<file path="config.mk">
export PLATFORM = sky130hd
export DESIGN_NAME = decoder_n_leaf
export DESIGN_NICKNAME = d
export VERILOG_FILES = /design/src/rtl/decoder_n_leaf.sv
export SDC_FILE = /design/constraint.sdc
export NUM_CORES = 1
export LEC_CHECK = 0
export ABC_CLOCK_PERIOD_IN_PS = 3700
export CAP_MARGIN = 20
export CORE_UTILIZATION = 54
export DETAILED_ROUTE_END_ITERATION = 12
export PLACE_DENSITY_LB_ADDON = 0.1
export SLEW_MARGIN = 20
export SYNTH_ARGS = -nofsm -noshare
export SYNTH_HDL_FRONTEND = slang
export SYNTH_SLANG_ARGS = --single-unit
</file>
<file path="constraint.sdc">
create_clock -name CLK -period 3.7 [get_ports CLK]
set_input_delay 0.925 -clock CLK [delete_from_list [all_inputs] [get_ports CLK]]
set_output_delay 0.925 -clock CLK [all_outputs]
set_load 0.005 [all_outputs]
</file>
<file path="src/rtl/decoder_n_leaf.sv">
// decoder_n_leaf: NoC routing decoder that sends a select token and then the flit
// to one of NUM_OUT down-ports or the uplink, with a 2-entry input FIFO.
module decoder_n_leaf #(
  parameter int DATA_W = 9,
  parameter int ADDR_LSB = 5,
  parameter int ADDR_W = 4,
  parameter int NUM_OUT = 2,
  parameter int IDX_LSB = 2,
  parameter logic [ADDR_W-1:0] BASE = 4'b1000,
  parameter logic [ADDR_W-1:0] MASK = 4'b1000
) (
  input  logic                         CLK,
  input  logic                         RESET,
  input  logic [DATA_W-1:0]            in_data,
  input  logic                         in_valid,
  output logic                         in_ready,
  output logic [$clog2(NUM_OUT+1)-1:0] sel_data,
  output logic                         sel_valid,
  input  logic                         sel_ready,
  output logic [DATA_W-1:0]            out_data,
  output logic [NUM_OUT:0]             out_valid,
  input  logic [NUM_OUT:0]             out_ready,
  output logic [15:0]                  up_count
);
  localparam int SEL_W = $clog2(NUM_OUT+1);
  localparam int IDX_W = $clog2(NUM_OUT);
  typedef enum logic [1:0] {IDLE, SEL, DATA} state_t;
  state_t state, state_d;
  logic [DATA_W-1:0] mem [2];
  logic wr_ptr, rd_ptr, push, pop, more;
  logic [1:0] cnt;
  logic [SEL_W-1:0] route_q, route_d;
  logic [DATA_W-1:0] head, nxt;
  function automatic logic [SEL_W-1:0] route(input logic [DATA_W-1:0] d);
    logic [ADDR_W-1:0] a;
    a = d[ADDR_LSB +: ADDR_W];
    return ((a & MASK) != BASE) ? SEL_W'(NUM_OUT) : SEL_W'(a[IDX_LSB +: IDX_W]);
  endfunction
  assign head = mem[rd_ptr];
  assign in_ready = cnt != 2'd2;
  assign push = in_valid & in_ready;
  // after a pop the new head is either the second entry or the flit entering this cycle
  assign more = (cnt == 2'd2) | push;
  assign nxt = (cnt == 2'd2) ? mem[~rd_ptr] : in_data;
  assign sel_valid = state == SEL;
  assign sel_data = sel_valid ? route_q : '0;
  assign out_valid = (state == DATA) ? ((NUM_OUT+1)'(1) << route_q) : '0;
  assign out_data = (cnt != 2'd0) ? head : '0;
  always_comb begin
    state_d = state;
    route_d = route_q;
    pop = 1'b0;
    if (state == IDLE && cnt != 2'd0) begin
      state_d = SEL;
      route_d = route(head);
    end
    if (state == SEL && sel_ready) state_d = DATA;
    if (state == DATA && out_ready[route_q]) begin
      pop = 1'b1;
      state_d = more ? SEL : IDLE;
      route_d = more ? route(nxt) : route_q;
    end
  end
  always_ff @(posedge CLK or posedge RESET) begin
    if (RESET) begin
      state <= IDLE;
      route_q <= '0;
      cnt <= '0;
      wr_ptr <= 1'b0;
      rd_ptr <= 1'b0;
      up_count <= '0;
    end else begin
      state <= state_d;
      route_q <= route_d;
      cnt <= cnt + 2'(push) - 2'(pop);
      wr_ptr <= wr_ptr ^ push;
      rd_ptr <= rd_ptr ^ pop;
      if (pop && route_q == SEL_W'(NUM_OUT) && up_count != 16'hFFFF) up_count <= up_count + 16'd1;
    end
  end
  always_ff @(posedge CLK) begin
    if (push) mem[wr_ptr] <= in_data;
  end
endmodule

</file>
---- Word level (Yosys, flattened, before mapping) ----
Memory sizes are Yosys's and may differ from the RTL's.
Index checks and enable logic that the tools add are counted.
word-level totals
  bits of input ports ..................... 16
  bits in writable memories ............... 18
  memories ................................ 1
  logic and storage cells ................. 52
  register bits ........................... 24
  output and inout port bits .............. 32
operators by class
  shift-type cells ........................ 1
  bitwise operators ....................... 5
  add/subtract/negate cells ............... 3
  reductions and logical operators ........ 10
  equality and inequality tests ........... 7
  order comparisons ....................... 1
  mux-type cells .......................... 18
memory list
  memory  depth  width  read ports  clocked after Yosys merged registers in  wr ports  RTL line  RTL
  mem     2      9      2           0                                        1         29        logic [DATA_W-1:0] mem [2];
operators by type and width
  operator                 count
  $mux W2                  9
  $mux W9                  2
  $add A16 B1 Y16 const B  1
  $ne A16 B16 Y1 const B   1
  $eq A2 B2 Y1 const B     3
  $logic_and A1 B1 Y1      5
  $mux W1                  5
  $ne A2 B2 Y1 const B     2
  $reduce_bool A2 Y1       2
  $lt A2 B3 Y1 const B     1
  $mux W3                  1
  $reduce_bool A3 Y1       1
  $shl A1 B2 Y3 const A    1
  $add A2 B1 Y2            1
  $bmux W1 S2              1
  $eq A2 B1 Y1 const B     1
  $logic_not A2 Y1         1
  $reduce_and A2 Y1        1
  $sub A2 B1 Y2            1
  $xor A1 B1 Y1            2
  $and A1 B1 Y1            1
  $not A1 Y1               1
  $or A1 B1 Y1             1

---- Longest topological paths before layout ----
  depth after elaboration ................. 6
  mapped depth ............................ 7
  mapped depth without buffers ............ 6

---- Worst setup path after synthesis ----
Ideal clock, no wire load.
  path kind ............................... input-to-reg
  start ................................... input port out_ready[1]
  end ..................................... register cnt[1]
  setup slack ............................. 1.635 ns
  setup time .............................. 0.125 ns
  buffers on the path ..................... 0
  cell stages on the path ................. 6
  arrival time ............................ 1.940 ns
  data required time ...................... 3.575 ns
  cells stage by stage .................... mux2i_1 -> a2bb2oi_2 -> xnor2_1 -> ha_1 -> xnor2_1 -> xnor2_1
on the way
  cells in the longest elaborated chain, start to end .. 5
ends and longest elaborated chain
  element                        RTL line  RTL
  start: declaration             22        input logic [NUM_OUT:0] out_ready,
  $bmux W1 S2                    58        if (state == DATA && out_ready[route_q]) begin
  $mux W1 (not written as such)  58
  $logic_and A1 B1 Y1            58
  $mux W1                        58
  $sub A2 B1 Y2                  75        cnt <= cnt + 2'(push) - 2'(pop);
  end signal: assignment         75
  end: declaration               31        logic [1:0] cnt;
No other way between the ends. The select of a mux whose other input is x is not followed.
A chain may end at the register's enable or synchronous reset.

---- Final worst setup path ----
  start ................................... register rd_ptr
  end ..................................... output port out_data[8]
on the way
  cells in the longest elaborated chain, start to end .. 2
ends and longest elaborated chain
  element                   RTL line  RTL
  start: declaration        30        logic wr_ptr, rd_ptr, push, pop, more;
  start signal: assignment  77        rd_ptr <= rd_ptr ^ pop;
  $mem_v2 Z2 W9             --
  $mux W9                   48        assign out_data = (cnt != 2'd0) ? head : '0;
  end: declaration          20        output logic [DATA_W-1:0] out_data,
No other way between the ends.

==> results_dict.tcl <==
set metrics [dict create \
    yosysWarnings 0 \
    initial_core_util_pct 57.0 \
    firstDrtPassIters 4 \
    gp_congestion 0.787 \
    fin_skew_ns 0.0107 \
    p_leak_nw 1.14 \
    dp_cells 254 \
    vdd_drop_max_v 0.000461 \
    grt_pass1_wl_um 6430 \
    grt.total_usage_pct 20.7 \
    antenna_left 0 \
    cts_setup_buffers 0 \
    io_pins 48 \
    yosys.cell_types.count 43 \
    clk_latency_ns 0.30 \
    clkTransAtPathRegs_ns 0.08 \
    syn_avg_cell_area_um2 12.8 \
    row_count 22 \
    min_path_type "reg2reg" \
    synth_fp_nets 185 \
    grt_pass1_vias 1460 \
    instances_no_fill 262 \
    wl_per_cell_um 14.8 \
    filler_cell_count 249 \
    cts_tree "built" \
    cts.sinks 42 \
    synthToLayoutAreaGrowth_pct 28.1 \
    vias_per_cell 5.61 \
    outcome "complete, no violations" \
    rr_worst_depth 6 \
    worstSetupPathType "reg2out" \
    crit_path_start_kind "register" \
    netlist_instances 165 \
    holdBufCountCts 0 \
    r2r-end "up_count[9]" \
    drive_above_1_share_pct 13.6 \
    power_mw 1.69 \
    htreeDepth 2 \
    layout_min_cycle_time_ns 2.96 \
    routed_wl_um 3890 \
    overflow 0 \
    cts-resized-gates 0 \
    rsz0062_at_grt "no" \
    fp.dieH_um 64.6 \
    end_kind "output pin" \
    fin_nets 233 \
    cts_buffers 5 \
    powerDensity_nw_per_um2 623 \
    dp_hpwl_um 2820 \
    fin_ws_ns 0.743 \
    timing.rr.start "up_count[0]" \
    core_area_um2 3720 \
    final_util_pct 73.0 \
    drtIter0Drc 101 \
    final_hold_viol_count 0 \
    clk_path_buf_depth 2 \
    placed_cell_area_um2 2600 \
    yosys_register_bits 42 \
    ys_seq_area_share_pct 53.9 \
    place_ws_ns 1.02 \
    worst_slew_pin_slew_ns 0.894 \
    maxSlewViolCount 0 \
    holdPathStages 1 \
    antenna_found_initial 0 \
    min_from "up_count[7]" \
    drc 0 \
    hold_end "up_count[7]" \
    maxCapViolCount 0 \
    synthesis.area_um2 2120 \
    critPathArrivalTime_ns 2.03 \
    root_buffer "clkbuf_8" \
    required_ns 2.77 \
    via_count 1470 \
    insertedDiodeCount 0 \
    relSlewSlack_pct 40.3 \
    final_area_um2 2710 \
    fin_crit_sh_pct 79.9 \
    die_x_um 64.6 \
    cp_max_fo 12 \
    fmax_mhz 338 \
    portBuffers 47 \
    yosysTopAreaCellShare_pct 28.4 \
    finalSetupViolCount 0 \
    timing.hold.ws_ns 0.509 \
    die_area_um2 4180 \
    yosysTopAreaCell "dfrtp_1" \
    r2r_slack_ns 1.71 \
    setup_tns_ns 0 \
    synthTopCellsByArea "dfrtp_1 28%, edfxtp_1 26%, xor2_1 6.2%" \
    grt_max_degree 25 \
]
-- synthesized netlist by cell type --
library cell / count
xor2_1: 15
a21oi_1: 4
xnor2_1: 4
a2111oi_4: 1
and2b_2: 1
mux2_1: 1
dfrtp_1: 24
nand3_1: 8
nand2_1: 4
or3b_4: 1
o21ai_0: 1
and4_1: 3
nor4b_2: 2
nand2_4: 1
mux2_2: 3
a22o_2: 1
nor2b_1: 4
a211oi_1: 6
clkbuf_1: 1
a31oi_1: 1
a2111o_1: 1
nor4_2: 3
nor4_1: 1
and4_4: 1
or2_2: 1
buf_2: 2
edfxtp_1: 18
a221o_1: 1
nor2_1: 13
buf_6: 3
a21o_2: 1
o2bb2ai_2: 1
and2_1: 3
nand4_2: 1
and4bb_1: 1
nand4_1: 4
buf_1: 1
mux2i_1: 10
a2111oi_2: 1
nor3_1: 1
a2bb2oi_2: 1
ha_1: 4
inv_1: 6
-- sequential cells by signal, indices dropped and copies added, names as in the netlist --
register	count
up_count	16
route_q	2
wr_ptr	1
state	2
cnt	2
rd_ptr	1
mem	18
-- layout by cell type (no fill, tap or decap), drive strengths merged, types with 5 or more instances in the layout --
cell type,instances
clkdlybuf4s50,47
dfrtp,24
edfxtp,18
xor2,15
nor2,13
mux2i,10
nand3,8
a211oi,6
inv,6
clkbuf,5
nand4,5
nand2,5
-- worst max-delay path, stage by stage, from the launching register on --
cell and delay (ns):
dfrtp_1 0.72, mux2_2 0.42, nor2b_1 0.13, clkdlybuf4s50_1 0.47
-- metal layers --
metal | GRT usage, % | vias to the layer above | part of all wire (%)
met5 | 0 | - | 0
met4 | 9.44 | 0 | 1.6
met3 | 5.81 | 6 | 4.4
met2 | 33.3 | 36 | 49
met1 | 25.8 | 726 | 45
li1 | - | 702 | -
-- cells by family after synthesis --
| group | count (synthesis) | synth area share (%) |
|---|---|---|
| compound gates | 20 | 8.92 |
| xor+xnor | 19 | 7.86 |
| fa+ha+maj | 4 | 2.36 |
| buf+inv | 13 | 3.49 |
| flops | 42 | 53.9 |
| mux | 14 | 6.86 |
| simple gates | 53 | 16.6 |
-- cell type report --
type                            instances  area, um2  area share, %
Sequential cell                        42       1140           42.1
Timing Repair Buffer                   48        478           17.6
Tap cell                               48       60.1           2.21
Clock inverter                          3       40.0           1.48
Clock buffer                            5       68.8           2.54
Inverter                                6       22.5          0.830
Multi-Input combinational cell        110        902           33.3
-- how the worst max path moves through the flow --
stage | slack [ns] | end | start | depth (start not counted)
after floorplan | 1.63 | cnt[1] | out_ready[1] | 6
after global placement | 1.07 | out_data[8] | rd_ptr | 3
after detailed placement | 1.02 | cnt[1] | out_ready[1] | 7
after CTS | 0.73 | out_data[8] | rd_ptr | 3
after global routing | 0.64 | out_data[8] | rd_ptr | 3
final | 0.74 | out_data[8] | rd_ptr | 3
-- power breakdown --
group | total, mW | leakage [nW] | switching, mW | internal, mW
Clock | 0.352 | 0.0579 | 0.153 | 0.199
Sequential | 0.709 | 0.481 | 0.107 | 0.601
Combinational | 0.628 | 0.606 | 0.255 | 0.373
(Power assumes the default switching activity.)
